==> src/rtl/b06_eql_requester.sv <==
// b06_eql_requester: peer side of the b06 EQL/ACKOUT handshake, counts enables against a target
module b06_eql_requester #(
  parameter int CNT_W   = 4,
  parameter int TIMEOUT = 15
) (
  input  logic             clock_i,
  input  logic             reset_i,
  input  logic             req_in_i,
  input  logic [CNT_W-1:0] req_target_i,
  input  logic             ackout_i,
  input  logic             enable_count_i,
  input  logic [1:0]       cc_mux_i,
  input  logic [1:0]       uscite_i,
  output logic             eql_o,
  output logic             cont_eql_o,
  output logic             busy_o,
  output logic             done_o,
  output logic [3:0]       result_o,
  output logic             timeout_err_o,
  output logic [CNT_W-1:0] count_o
);
  typedef enum logic [1:0] {S_IDLE, S_ASSERT, S_COUNT, S_RELEASE} state_t;
  localparam logic [7:0] TMO_LAST = 8'(TIMEOUT - 1);
  state_t           state_q, state_d;
  logic [CNT_W-1:0] count_q, count_d, target_q, target_d;
  logic [7:0]       timer_q, timer_d;
  logic [3:0]       result_q, result_d;
  logic             tmo_q, tmo_d;
  // state and datapath registers, cleared asynchronously
  always_ff @(posedge clock_i or posedge reset_i) begin
    if (reset_i) begin
      state_q  <= S_IDLE;
      count_q  <= '0;
      target_q <= '0;
      timer_q  <= '0;
      result_q <= '0;
      tmo_q    <= 1'b0;
    end else begin
      state_q  <= state_d;
      count_q  <= count_d;
      target_q <= target_d;
      timer_q  <= timer_d;
      result_q <= result_d;
      tmo_q    <= tmo_d;
    end
  end
  // next state; acknowledge wins over timeout, the count still steps on the ack-drop cycle
  always_comb begin
    state_d  = state_q;
    count_d  = count_q;
    target_d = target_q;
    timer_d  = timer_q;
    result_d = result_q;
    tmo_d    = 1'b0;
    case (state_q)
      S_IDLE: if (req_in_i) begin
        target_d = req_target_i;
        count_d  = '0;
        timer_d  = '0;
        state_d  = S_ASSERT;
      end
      S_ASSERT: if (ackout_i) begin
        state_d = S_COUNT;
        timer_d = '0;
      end else if (timer_q == TMO_LAST) begin
        state_d = S_IDLE;
        tmo_d   = 1'b1;
      end else timer_d = timer_q + 8'd1;
      S_COUNT: begin
        if (enable_count_i && count_q != '1) count_d = count_q + 1'b1;
        if (!ackout_i) begin
          result_d = {cc_mux_i, uscite_i};
          state_d  = S_RELEASE;
        end
      end
      default: state_d = S_IDLE;
    endcase
  end
  // outputs decoded from registers only
  always_comb begin
    eql_o         = state_q == S_ASSERT || state_q == S_COUNT;
    busy_o        = state_q != S_IDLE;
    done_o        = state_q == S_RELEASE;
    cont_eql_o    = (state_q == S_COUNT || state_q == S_RELEASE) && count_q == target_q;
    timeout_err_o = tmo_q;
    count_o       = count_q;
    result_o      = result_q;
  end
endmodule

==> config.mk <==
export PLATFORM = sky130hd
export DESIGN_NAME = b06_eql_requester
export DESIGN_NICKNAME = d
export VERILOG_FILES = /design/src/rtl/b06_eql_requester.sv
export SDC_FILE = /design/constraint.sdc
export NUM_CORES = 1
export LEC_CHECK = 0
export ABC_AREA = 1
export ABC_CLOCK_PERIOD_IN_PS = 3600
export CORE_ASPECT_RATIO = 0.6
export CORE_MARGIN = 5
export CORE_UTILIZATION = 55
export CTS_BUF_LIST = sky130_fd_sc_hd__clkbuf_4 sky130_fd_sc_hd__clkbuf_8 sky130_fd_sc_hd__clkbuf_16
export CTS_CLUSTER_SIZE = 40
export DETAILED_ROUTE_END_ITERATION = 8
export GPL_TIMING_DRIVEN = 0
export PLACE_DENSITY = 0.84
export SYNTH_ARGS = -nofsm -noshare
export SYNTH_HDL_FRONTEND = slang
export SYNTH_SLANG_ARGS = --single-unit
==> constraint.sdc <==
create_clock -name clock_i -period 3.6 [get_ports clock_i]
set_input_delay 0.36 -clock clock_i [delete_from_list [all_inputs] [get_ports clock_i]]
set_output_delay 0.36 -clock clock_i [all_outputs]
set_load 0.01 [all_outputs]
==> results of run 1 <==
==> layout make-up <==
cell class	instances	area (µm²)	area share
timing repair buffer	25	250	0.145
multi-input combinational	117	736	0.426
clock buffer	3	41.3	0.0239
clock inverter	1	5.00	0.00290
inverter	20	75.1	0.0434
sequential	23	576	0.333
tap	32	40.0	0.0232
buffer	1	5.00	0.00290
==> worst max path at each step <==
stage                 endpoint  slack (ns)  cells past startpoint
global route        cont_eql_o        1.02                      6
global placement    cont_eql_o        1.55                      6
finish              cont_eql_o        1.20                      6
detailed placement  cont_eql_o        1.50                      6
floorplan           cont_eql_o        2.00                      5
CTS                 cont_eql_o        1.19                      6
==> cells in the final DEF (no fill, tap or decap), types with 3 or more instances in the layout <==
master            n
nand2_1          40
clkdlybuf4s50_1  25
dfrtp_1          23
inv_1            19
nor2_1           12
nand3_1          11
ha_1              8
mux2_2            7
o21ai_0           6
o21ai_2           5
nand2_2           4
xor2_1            3
o21ai_1           3
clkbuf_8          3
==> flip-flops by register name, indices dropped and copies added (netlist names) <==
register and cells:
result_o 4, count_o 4, target_q 4, state_q 2
timeout_err_o 1, timer_q 8
==> through the flow <==
step                utilization  std cells
floorplan                     -        161
global placement          0.681        218
detailed placement        0.681        218
CTS                       0.700        222
global route              0.700        222
finish                    0.700        222
==> per-layer routing <==
layer,vias up,part of all wire
li1,580,-
met1,525,0.47
met2,30,0.45
met3,13,0.056
met4,0,0.029
met5,-,0
==> power breakdown <==
group          switching [mW]  leakage (nW)  internal (mW)
sequential             0.0615         0.300          0.327
combinational           0.304         0.472          0.247
clock                  0.0874        0.0255         0.0775
==> logic make-up (layout without fill, tap and decap cells) <==
logic type               count (synthesis)  in the layout  share of synthesized area
multiplexers                             7              7                     0.0567
flip-flops                              23             23                      0.414
AO/OA/AOI/OAI                           19             19                     0.0926
buffers and inverters                   21             50                     0.0575
adder cells (fa/ha/maj)                  8              8                     0.0719
AND/OR/NAND/NOR                         80             80                      0.289
XOR/XNOR                                 3              3                     0.0189
==> out/metrics.cfg, run 1 <==
[outcome]
status = completed

[clock_tree]
clock-root-buffer = clkbuf_8
cts_made_buffers = 3
cts-resized-gates = 0
cts_tree = built
htreeDepth = 1
post-cts-setup-buffers = 0
ctsHoldBuffers = 0
clockBufferDepth = 2
cts_sinks = 23
clkSlewWorstSetupHoldPaths_ns = 0.09
insertion_delay_ns = 0.27

[floorplan]
fp.dieH_um = 49.0
ios = 26
dieArea_um2 = 3670
start_util = 0.563
num_rows = 14
core_um2 = 2470
die_w_um = 74.9

[synth]
ys.warnings.count = 0
synth_flop_cell = dfrtp_1
avgSynthCellArea_um2 = 8.64
synth_edf_count = 0
synth_area_leaders = dfrtp_1 (41%), nand2_1 (11%), ha_1 (7.2%)
syn-num-nets = 182
synthCells = 161
yosys.area.top_type = dfrtp_1
synth-async-reset-ratio = 1.00
yosys.area.top_type_share = 0.414
ys_types = 28
synth_commonest_cells = nand2_1 (40), dfrtp_1 (23), inv_1 (19)
mappedNetlistArea_um2 = 1390
ys_ff_latch = 23
yosysMostFrequentCell = nand2_1
ys_seq_area_frac = 0.414

[timing]
worstMarginPinSlew_ns = 0.878
setup_violations = 0
worst_hold_slack_ns = 0.512
slew_violations = 0
hold_viol = 0
slew-limit-headroom = 0.414
clock.fmax_mhz = 417
setup_slack_ns = 1.20
tns_ns = 0
period_needed_ns = 2.40
fin_skew_ns = 0.00645
rsz0062_at_grt = no
period_share = 0.666

[drt]
wl_per_cell_um = 14.0
drt_iter0_markers = 96
drt_drc_violations_left = 0
vias = 1148
first_pass_iters = 4
antenna_left = 0
wl_um = 3110
vias_per_cell = 5.17

[global_routing]
gr-max-usage-layer = met2
grt-ovfl-total = 0
grt_usage = 0.187
grt_pass1_wl_um = 5130
grtUsageMet3 = 0.0597
grt_max_degree = 24
grt_pass1_vias = 1080
grtUsageMet2 = 0.264
grt_use_met1 = 0.260
antenna_found_initial = 0

[worst_setup_path]
path_cells = inv_1, ha_1, buf_2, o211ai_1, nor4_1, clkdlybuf4s50_1
reg2reg_depth = 9
required_ns = 3.24
path_delay_family = buffers and inverters
worstSetupPathType = flip-flop to output pin
arrival_ns = 2.04
crit_slowest_cell = clkdlybuf4s50_1
ff2ff_setup_slack_ns = 1.89
r2r-start = state_q[1]
cp_max_fo = 9
endpoint_kind = output pin
path_buf_inv = 3
r2r_end = timer_q[6]
cp-startpoint = state_q[0]
max_stage_delay_ns = 0.58
start_kind = flip-flop

[final_layout]
diodes = 0
stdcell_area_um2 = 1730
finalNetCount = 212
fillCellCount = 164
synthToLayoutAreaGrowth_pct = 24.2
drive_gt1_frac = 0.163

[placed_design]
placed_area_um2 = 1680
pre_cts_ws_ns = 1.50
hpwl_um = 2400
gp_congestion = 0.836
port_buffers = 25

[run]
drv_cap = 0

[min_path]
hold_depth = 1
hold_class = flip-flop to flip-flop
hold_end = result_o[3]
min-delay-start = result_o[3]

[power_and_ir_drop]
powerDensity_nw_per_um2 = 639
p_leak_nw = 0.797
power_mw = 1.10
ir_drop_mv = 0.384

Power figures use the tool's default switching activity.
==> run 2: changes to the inputs <==
--- a/config.mk
+++ b/config.mk
@@ -6,15 +6,15 @@
 export NUM_CORES = 1
 export LEC_CHECK = 0
 export ABC_AREA = 1
-export ABC_CLOCK_PERIOD_IN_PS = 3600
+export ABC_CLOCK_PERIOD_IN_PS = 2000
 export CORE_ASPECT_RATIO = 0.6
 export CORE_MARGIN = 5
-export CORE_UTILIZATION = 55
+export CORE_UTILIZATION = 46
 export CTS_BUF_LIST = sky130_fd_sc_hd__clkbuf_4 sky130_fd_sc_hd__clkbuf_8 sky130_fd_sc_hd__clkbuf_16
 export CTS_CLUSTER_SIZE = 40
 export DETAILED_ROUTE_END_ITERATION = 8
 export GPL_TIMING_DRIVEN = 0
-export PLACE_DENSITY = 0.84
+export PLACE_DENSITY = 0.75
 export SYNTH_ARGS = -nofsm -noshare
 export SYNTH_HDL_FRONTEND = slang
 export SYNTH_SLANG_ARGS = --single-unit
==> constraint.sdc (replaced) <==
create_clock -name clock_i -period 2 [get_ports clock_i]
set_input_delay 0.2 -clock clock_i [delete_from_list [all_inputs] [get_ports clock_i]]
set_output_delay 0.2 -clock clock_i [all_outputs]
set_load 0.01 [all_outputs]
==> run 2 against run 1 <==
  * Die area up 16%
  * Flip-flop and latch count unchanged
  * Sequential power is 79% higher
  * Setup slack got worse by 1.1 ns
  * Critical path type unchanged
  * Critical endpoint is now busy_o
  * Largest cell class unchanged
  * Highest routed layer unchanged
==> out/metrics.cfg, run 2 (synthesis gave the netlist of run 1 again) <==
[final_layout]
diodes = 0  ; unchanged
layout_common_cells = nand2_1 (40), clkdlybuf4s50_1 (24), dfrtp_1 (23), inv_1 (19), nor2_1 (12)
seq_area_um2 = 576  ; unchanged
largest-register = timer_q
multiInputGateArea_um2 = 736  ; unchanged
synthToLayoutAreaGrowth_pct = 24.7
largest_reg_flops = 8  ; unchanged
drive_gt1_frac = 0.168  ; +0.00526
final_common_cell = nand2_1
finalNetCount = 212  ; unchanged
fillCellCount = 275  ; +68%

[global_routing]
grt_pass1_wl_um = 4890  ; -4.8%
grt_pass1_vias = 1045  ; -3.2%
antenna_found_initial = 0  ; unchanged
grt_usage = 0.154  ; -0.0327
grt-ovfl-total = 0  ; unchanged
grt_max_degree = 24  ; unchanged

[clock_tree]
cts_made_buffers = 3  ; unchanged
cts_tree = built
cts-resized-gates = 1  ; +1
clock-root-buffer = clkbuf_8
clkSlewWorstSetupHoldPaths_ns = 0.08  ; about the same
post-cts-setup-buffers = 0  ; unchanged
insertion_delay_ns = 0.26  ; about the same
cts_sinks = 23  ; unchanged
clockBufferDepth = 2  ; unchanged
htreeDepth = 1  ; unchanged
ctsHoldBuffers = 0  ; unchanged

[worst_setup_path]
path_cells = inv_1, ha_1, inv_2, clkdlybuf4s50_1
path_delay_family = buffers and inverters
max_stage_delay_ns = 0.55  ; -0.03 ns
reg2reg_depth = 9  ; unchanged
crit_slowest_cell = clkdlybuf4s50_1
ff2ff_setup_slack_ns = 0.32  ; -1.57 ns
cp-startpoint = state_q[0]
path_buf_inv = 3  ; unchanged
worstSetupPathType = flip-flop to output pin
cp_max_fo = 6  ; -3
r2r_end = timer_q[6]
required_ns = 1.80  ; -1.44 ns
endpoint_kind = output pin
r2r-start = state_q[1]
arrival_ns = 1.70  ; -0.34 ns
start_kind = flip-flop

[timing]
slew-limit-headroom = 0.413  ; -0.00121
slew_violations = 0  ; unchanged
clock.fmax_mhz = 526
worst_hold_slack_ns = 0.410  ; -0.102 ns
fin_skew_ns = 0.00340  ; -0.00305 ns
rsz0062_at_grt = no
period_needed_ns = 1.90
tns_ns = 0  ; unchanged
worstMarginPinSlew_ns = 0.880  ; +0.00181 ns
setup_violations = 0  ; unchanged
period_share = 0.951
hold_viol = 0  ; unchanged

[placed_design]
port_buffers = 25  ; unchanged
hpwl_um = 2290  ; -4.9%
gp_congestion = 0.841  ; +0.68%

[run]
drv_cap = 0  ; unchanged

[drt]
drt_iter0_markers = 66  ; -31%
wl_um = 2960  ; -4.7%
first_pass_iters = 4  ; unchanged
wl_met3_um = 147  ; -15%
wl_met2_um = 1320  ; -5.7%
drt_drc_violations_left = 0  ; unchanged
antenna_left = 0  ; unchanged
vias_per_cell = 4.87  ; -5.8%
vias = 1130  ; -1.6%
top_layer_used = met4
met1_length_um = 1470  ; +1.7%
wl_per_cell_um = 12.8  ; -8.8%

[floorplan]
core_um2 = 2890  ; +17%
start_util = 0.481  ; -0.0819
ios = 26  ; unchanged
die_w_um = 81  ; +8.1%
dieArea_um2 = 4260  ; +16%
num_rows = 15  ; +1
fp.dieH_um = 52.6  ; +7.4%

[min_path]
hold_class = primary input to asynchronous set/reset pin

[power_and_ir_drop]
ir_drop_mv = 0.871  ; +130%
powerDensity_nw_per_um2 = 1140  ; +78%
p_leak_nw = 0.799  ; +0.16%

[outcome]
status = completed

## run 2: worst max path at each step
stage	endpoint	slack, ns	cells after the start
detailed placement	cont_eql_o	0.0007	6
global placement	cont_eql_o	0.12	6
CTS	cont_eql_o	0.003	6
floorplan	timer_q[3]	0.53	8
global route	busy_o	0.02	4
finish	busy_o	0.1	4
## run 2: cell type report
cell class              count  area share
multi-input cells         117       0.424
flip-flops and latches     23       0.332
repair buffers             25       0.141
inverters                  20      0.0433
well taps                  42      0.0303
clock buffers               3      0.0238
clock inverters             1     0.00288
plain buffers               1     0.00288
## run 2: per-stage QoR
step                      total power, mW   util  setup slack, ns  cells  area, µm²
final                                1.97  0.600           0.0975    232       1740
after global placement               1.65  0.586            0.120    228       1690
after global routing                 2.12  0.600           0.0233    232       1740
after CTS                            1.98  0.602          0.00251    232       1740
after detailed placement             1.68  0.586         0.000745    228       1690
after floorplan                      1.34      -            0.529    161       1390
## run 2: report_power, final
group	leakage, nW	switching, mW	internal (mW)	total, mW
combinational	0.473	0.542	0.443	0.985
clock	0.0255	0.151	0.139	0.290
sequential	0.300	0.109	0.589	0.698
## run 2: routing by layer
| metal | vias to the layer above | track usage |
|---|---|---|
| li1 | 577 | - |
| met1 | 524 | 0.210 |
| met2 | 25 | 0.236 |
| met3 | 4 | 0.0498 |
| met4 | 0 | 0.0393 |
| met5 | - | 0 |
